$ cat config.mk
export PLATFORM = sky130hd
export DESIGN_NAME = i2c_register_bank
export DESIGN_NICKNAME = d
export VERILOG_FILES = /design/src/rtl/i2c_register_bank.sv
export SDC_FILE = /design/constraint.sdc
export NUM_CORES = 1
export LEC_CHECK = 0
export BUFFER_PORTS_ARGS = -buffer_cell sky130_fd_sc_hd__buf_2
export CELL_PAD_IN_SITES_DETAIL_PLACEMENT = 1
export CELL_PAD_IN_SITES_GLOBAL_PLACEMENT = 1
export CORE_MARGIN = 2
export CORE_UTILIZATION = 52
export CTS_BUF_LIST = sky130_fd_sc_hd__clkbuf_2
export DETAILED_ROUTE_END_ITERATION = 8
export HOLD_SLACK_MARGIN = 0.05
export PLACE_DENSITY_LB_ADDON = 0.12
export SLEW_MARGIN = 10
export SYNTH_ARGS = -nofsm -noshare
export SYNTH_HDL_FRONTEND = slang
export SYNTH_SLANG_ARGS = --single-unit
$ cat constraint.sdc
create_clock -name clk -period 3 [get_ports clk]
set_clock_uncertainty 0.05 [all_clocks]
set_input_delay 0.6 -clock clk [delete_from_list [all_inputs] [get_ports clk]]
set_output_delay 0.6 -clock clk [all_outputs]
set_load 0.005 [all_outputs]
$ cat src/rtl/i2c_register_bank.sv
// i2c_register_bank: byte-addressed register file behind an I2C slave front-end.
// The first byte of a write transaction loads the register pointer, later bytes
// write registers; read transactions stream registers out from the pointer.
// A host port gives local read/write access to the same registers.
// Optional feature macro: I2C_REGBANK_AUTOINC_EN (pointer advances after every
// WRITE/READ transfer). Without it, repeated bytes hit the same register.
//
// Handshakes: a byte moves on wr_valid && wr_ready (wr_ready is always 1 once
// out of reset) and on rd_valid && rd_ready; rd_data stays stable while
// rd_valid is high, and a new read is requested by rd_ready while !rd_valid.
module i2c_register_bank #(
  parameter int ADDR_WIDTH = 4,
  parameter int RO_BASE    = 12
) (
  input  logic                  clk,
  input  logic                  rst,
  input  logic                  i2c_start,
  input  logic                  i2c_stop,
  input  logic                  i2c_read,
  input  logic                  i2c_write,
  input  logic                  wr_valid,
  input  logic [7:0]            wr_data,
  output logic                  wr_ready,
  input  logic                  rd_ready,
  output logic                  rd_valid,
  output logic [7:0]            rd_data,
  input  logic [ADDR_WIDTH-1:0] host_addr,
  output logic [7:0]            host_rdata,
  input  logic                  host_we,
  input  logic [7:0]            host_wdata,
  output logic                  reg_update,
  output logic [ADDR_WIDTH-1:0] reg_update_addr,
  output logic [2:0]            state_dbg
);

  localparam int NREG = 1 << ADDR_WIDTH;

  typedef enum logic [2:0] {
    S_IDLE      = 3'd0,
    S_ADDRESSED = 3'd1,
    S_POINTER   = 3'd2,
    S_WRITE     = 3'd3,
    S_READ      = 3'd4
  } state_t;

  state_t                state, state_next;
  logic [7:0]            regs [NREG];
  logic [ADDR_WIDTH-1:0] pointer, pointer_next;
  logic                  wr_xfer, rd_xfer, rd_abort, ro_hit, host_clash, i2c_commit;

  assign state_dbg = state;

  // Transfer qualifiers and the decision whether an I2C data byte is committed.
  always_comb begin
    wr_xfer    = wr_valid && wr_ready;
    rd_xfer    = rd_valid && rd_ready;
    rd_abort   = i2c_start || i2c_stop;
    ro_hit     = (int'(pointer) >= RO_BASE);
    host_clash = host_we && (host_addr == pointer);
    i2c_commit = (state == S_WRITE) && wr_xfer && !ro_hit && !host_clash;
  end

  // Next state: the byte is handled in the current state, start/stop override last.
  always_comb begin
    state_next = state;
    case (state)
      S_ADDRESSED: begin
        if (i2c_write)     state_next = S_POINTER;
        else if (i2c_read) state_next = S_READ;
      end
      S_POINTER: if (wr_xfer) state_next = S_WRITE;
      default: ;
    endcase
    if (i2c_start) state_next = S_ADDRESSED;
    if (i2c_stop)  state_next = S_IDLE;
  end

  // Pointer load in POINTER; optional advance after each WRITE/READ transfer.
  always_comb begin
    pointer_next = pointer;
    if ((state == S_POINTER) && wr_xfer) begin
      pointer_next = wr_data[ADDR_WIDTH-1:0];
    end
`ifdef I2C_REGBANK_AUTOINC_EN
    else if (((state == S_WRITE) && wr_xfer) ||
             ((state == S_READ) && rd_xfer && !rd_abort)) begin
      pointer_next = pointer + 1'b1;
    end
`else
    else begin
      pointer_next = pointer;
    end
`endif
  end

  // State and pointer registers; the pointer survives STOP.
  always_ff @(posedge clk) begin
    if (rst) begin
      state   <= S_IDLE;
      pointer <= '0;
    end else begin
      state   <= state_next;
      pointer <= pointer_next;
    end
  end

  // Register array: host write wins over a colliding I2C write to the same index.
  always_ff @(posedge clk) begin
    if (rst) begin
      for (int i = 0; i < NREG; i++) regs[i] <= 8'h00;
    end else begin
      if (i2c_commit) regs[pointer] <= wr_data;
      if (host_we)    regs[host_addr] <= host_wdata;
    end
  end

  // Output side: byte acceptance, read data path, commit pulse and host readback.
  always_ff @(posedge clk) begin
    if (rst) begin
      wr_ready        <= 1'b0;
      rd_valid        <= 1'b0;
      rd_data         <= 8'h00;
      reg_update      <= 1'b0;
      reg_update_addr <= '0;
      host_rdata      <= 8'h00;
    end else begin
      wr_ready   <= 1'b1;
      reg_update <= i2c_commit;
      host_rdata <= regs[host_addr];
      if (i2c_commit) reg_update_addr <= pointer;
      if (rd_abort || rd_xfer) begin
        rd_valid <= 1'b0;
      end else if ((state == S_READ) && rd_ready && !rd_valid) begin
        rd_valid <= 1'b1;
        rd_data  <= regs[pointer];
      end
    end
  end

endmodule

==> results.json <==
{
  "final_common_cell": "edfxtp_1",
  "cts_resized": 0,
  "vias": 6827,
  "pwr_density_cell_mw_per_mm2": 435.7,
  "p_seq_share_pct": 60.0,
  "cts_tree": "built",
  "worst_hold_slack_ns": 0.1416,
  "syn_area_sq_mm": 0.008812,
  "synth.distinct_cells": 52,
  "postRouteAntennaNets": 0,
  "power.share.clock_pct": 28.7,
  "period_minus_slack_ns": 2.707,
  "clk_pin_slew_worst_paths_ns": 0.21,
  "routed_via_density": 6.739,
  "portBuffers": 54,
  "critPathLaunchType": "flop",
  "path_max_fanout": 28,
  "synthMuxAreaShare_pct": 20.20,
  "start_util_pct": 53.14,
  "slew_headroom_pct": 42.36,
  "hold_buffers": 7,
  "worstHoldPathType": "in -> reg",
  "gp_congestion": 0.8751,
  "cts_sinks": 158,
  "numCtsBuffers": 17,
  "final-setup-viol-count": 0,
  "nets": 809,
  "root_buffer": "clkbuf_2",
  "row_count": 47,
  "die_area_sq_mm": 0.01800,
  "synth_top_family_by_area": "multiplexers",
  "grt_start_max_net_pins": 40,
  "period_share_pct": 90.23,
  "firstDrtPassIters": 5,
  "pwr-share-comb_pct": 11.3,
  "io_pins": 55,
  "drt_iter0_drc": 787,
  "antenna_found_initial": 1,
  "yosysWarnings": 0,
  "dp.cells": 974,
  "die_y_um": 134.2,
  "synth_xor_area_share_pct": 0.3976,
  "avgSynthCellArea_sq_um": 12.39,
  "grt_usage_pct": 33.71,
  "dp_slack_ns": 0.3705,
  "switching_share_pct": 26.52,
  "peakVddDrop_uv": 191.0,
  "synth_fp_nets": 740,
  "clock_path_buffers": 2,
  "worst_ep_required_time_ns": 3.58,
  "grt_pass1_wl_mm": 43.81,
  "synthAdderAreaFrac_pct": 0,
  "ys_ff_latch": 158,
  "critPathCaptureType": "flop",
  "synth_compound_area_share_pct": 12.35,
  "netlist_instances": 711,
  "p_switching_w": 0.001125,
  "htreeDepth": 4,
  "drive_gt1_share_pct": 25.38,
  "clock.fmax_mhz": 369.4,
  "drv_cap": 0,
  "path_class": "reg -> reg",
  "rsz0062_at_grt": "no",
  "leakagePower_nw": 3.275,
  "post_drt_wl_per_cell_um": 29.19,
  "overflow": 0,
  "tns_ns": 0,
  "worst_slack_ns": 0.2932,
  "design.core.area_sq_mm": 0.01658,
  "crit_arrival_ns": 3.29,
  "clkLatencyLatePin_ns": 0.77,
  "synth-simple-area-share_pct": 12.65,
  "cts_setup_buffers": 0,
  "ys_seq_area_share_pct": 50.43,
  "drc": 0,
  "grt_pass1_vias": 6875,
  "internal-power_w": 0.003118,
  "hold_viol_final": 0,
  "hpwl_mm": 21.49,
  "layout_common_cells": "128 x edfxtp_1, 107 x nand2_1, 80 x o21ai_0, 54 x buf_2, 51 x buf_4",
  "synthToLayoutAreaGrowth_pct": 10.52,
  "status": "finished clean",
  "maxSlewViolCount": 0,
  "tightest_slew_ns": 0.8588,
  "die_w_um": 134.2,
  "routed_wl_mm": 29.57,
  "instances_no_fill": 1013,
  "fin_util_pct": 58.73
}
## layer usage
layer / routed length [um] / vias to the layer above / track usage (%)
met5: 0 / - / 0
met4: 955 / 0 / 11.75
met3: 2380 / 70 / 6.463
met2: 14240 / 401 / 54.68
met1: 11990 / 3462 / 45.88
li1: - / 2894 / -
## power by group through the flow
stage	Sequential [W]	Clock, W	Combinational (W)
2_1_floorplan	0.00256	0	0.000267
5_1_grt	0.00256	0.00129	0.000499
3_3_place_gp	0.00258	0	0.000451
4_1_cts	0.00254	0.00121	0.000470
3_5_place_dp	0.00259	0	0.000462
6_report	0.00255	0.00122	0.000479
## worst paths after layout
check	start	endpoint	slack [ns]	depth (start not counted)
worst max-delay path	pointer[1]	rd_data[4]	0.29	6
worst min-delay path	i2c_read	state_dbg[2]	0.14	3
worst max register to register	pointer[1]	rd_data[4]	0.29	6
worst min register to register	reg_update_addr[1]	reg_update_addr[1]	0.43	2
## worst max-delay path, stage by stage (launching register included)
cell and delay (ns):
dfxtp_2 0.40, buf_4 0.35, buf_4 0.45, mux2i_1 0.27, o22ai_1 0.14, a311oi_1 0.70
a311oi_1 0.20
## metrics by stage
stage	cell area [sq um]	power, W
CTS	9737	0.004229
floorplan	8812	0.002825
global route	9739	0.004344
global placement	9432	0.003031
detailed placement	9432	0.003055
finish	9739	0.004243
## area by class of cell
type                    count  area (sq um)
multi-input cells         486          4021
well taps                 220         275.3
repair buffers            113         743.2
clock inverters            14         150.1
inverters                   4         15.01
fillers                  1738          6844
clock buffers              17         85.08
diodes                      1         2.502
flip-flops and latches    158          4447
## synth_stat cells (all sizes together)
master   count  area, sq um
a211o        6        52.55
a21oi        1        5.000
buf         33        214.0
a22oi        1        7.510
a211oi       1        7.510
nor2b       11        68.82
edfxtp     128         3844
o2111ai      5        96.35
nand3        2        15.01
nand2      107        401.6
inv          4        15.01
clkbuf      30        120.1
nor3         5        46.30
a31oi        2        12.51
mux2         3        33.78
nand4bb      3        50.05
or4b         1        10.01
a311o        3        30.03
and2        33        206.5
xnor2        4        35.03
o21ai       88        440.4
o21a         1        8.760
nand4        1        6.260
and4b        1        10.01
o22ai       15        93.84
a311oi       3        26.28
dfxtp       30        600.6
or2          4        25.02
nand2b       4        25.02
nand3b       1        7.510
nor4         4        31.28
and3         9        56.30
mux2i       44        440.4
or4          1        7.510
a32o        24        240.2
o221a        6        67.56
mux4        56         1306
nor2        36        147.6
## logic make-up after synthesis
| kind of cell | after synthesis |
|---|---|
| flip-flops | 158 |
| buffers and inverters | 67 |
| XOR/XNOR | 4 |
| AO/OA/AOI/OAI | 156 |
| AND/OR/NAND/NOR | 223 |
| multiplexers | 103 |
## registers in the layout, summed over array words and instances, names as in the netlist
signal / cells
rd_data: 8
wr_ready: 1
reg_update_addr: 4
regs: 128
host_rdata: 8
pointer: 4
reg_update: 1
state_dbg: 3
rd_valid: 1
Power figures use the tool's default switching activity.
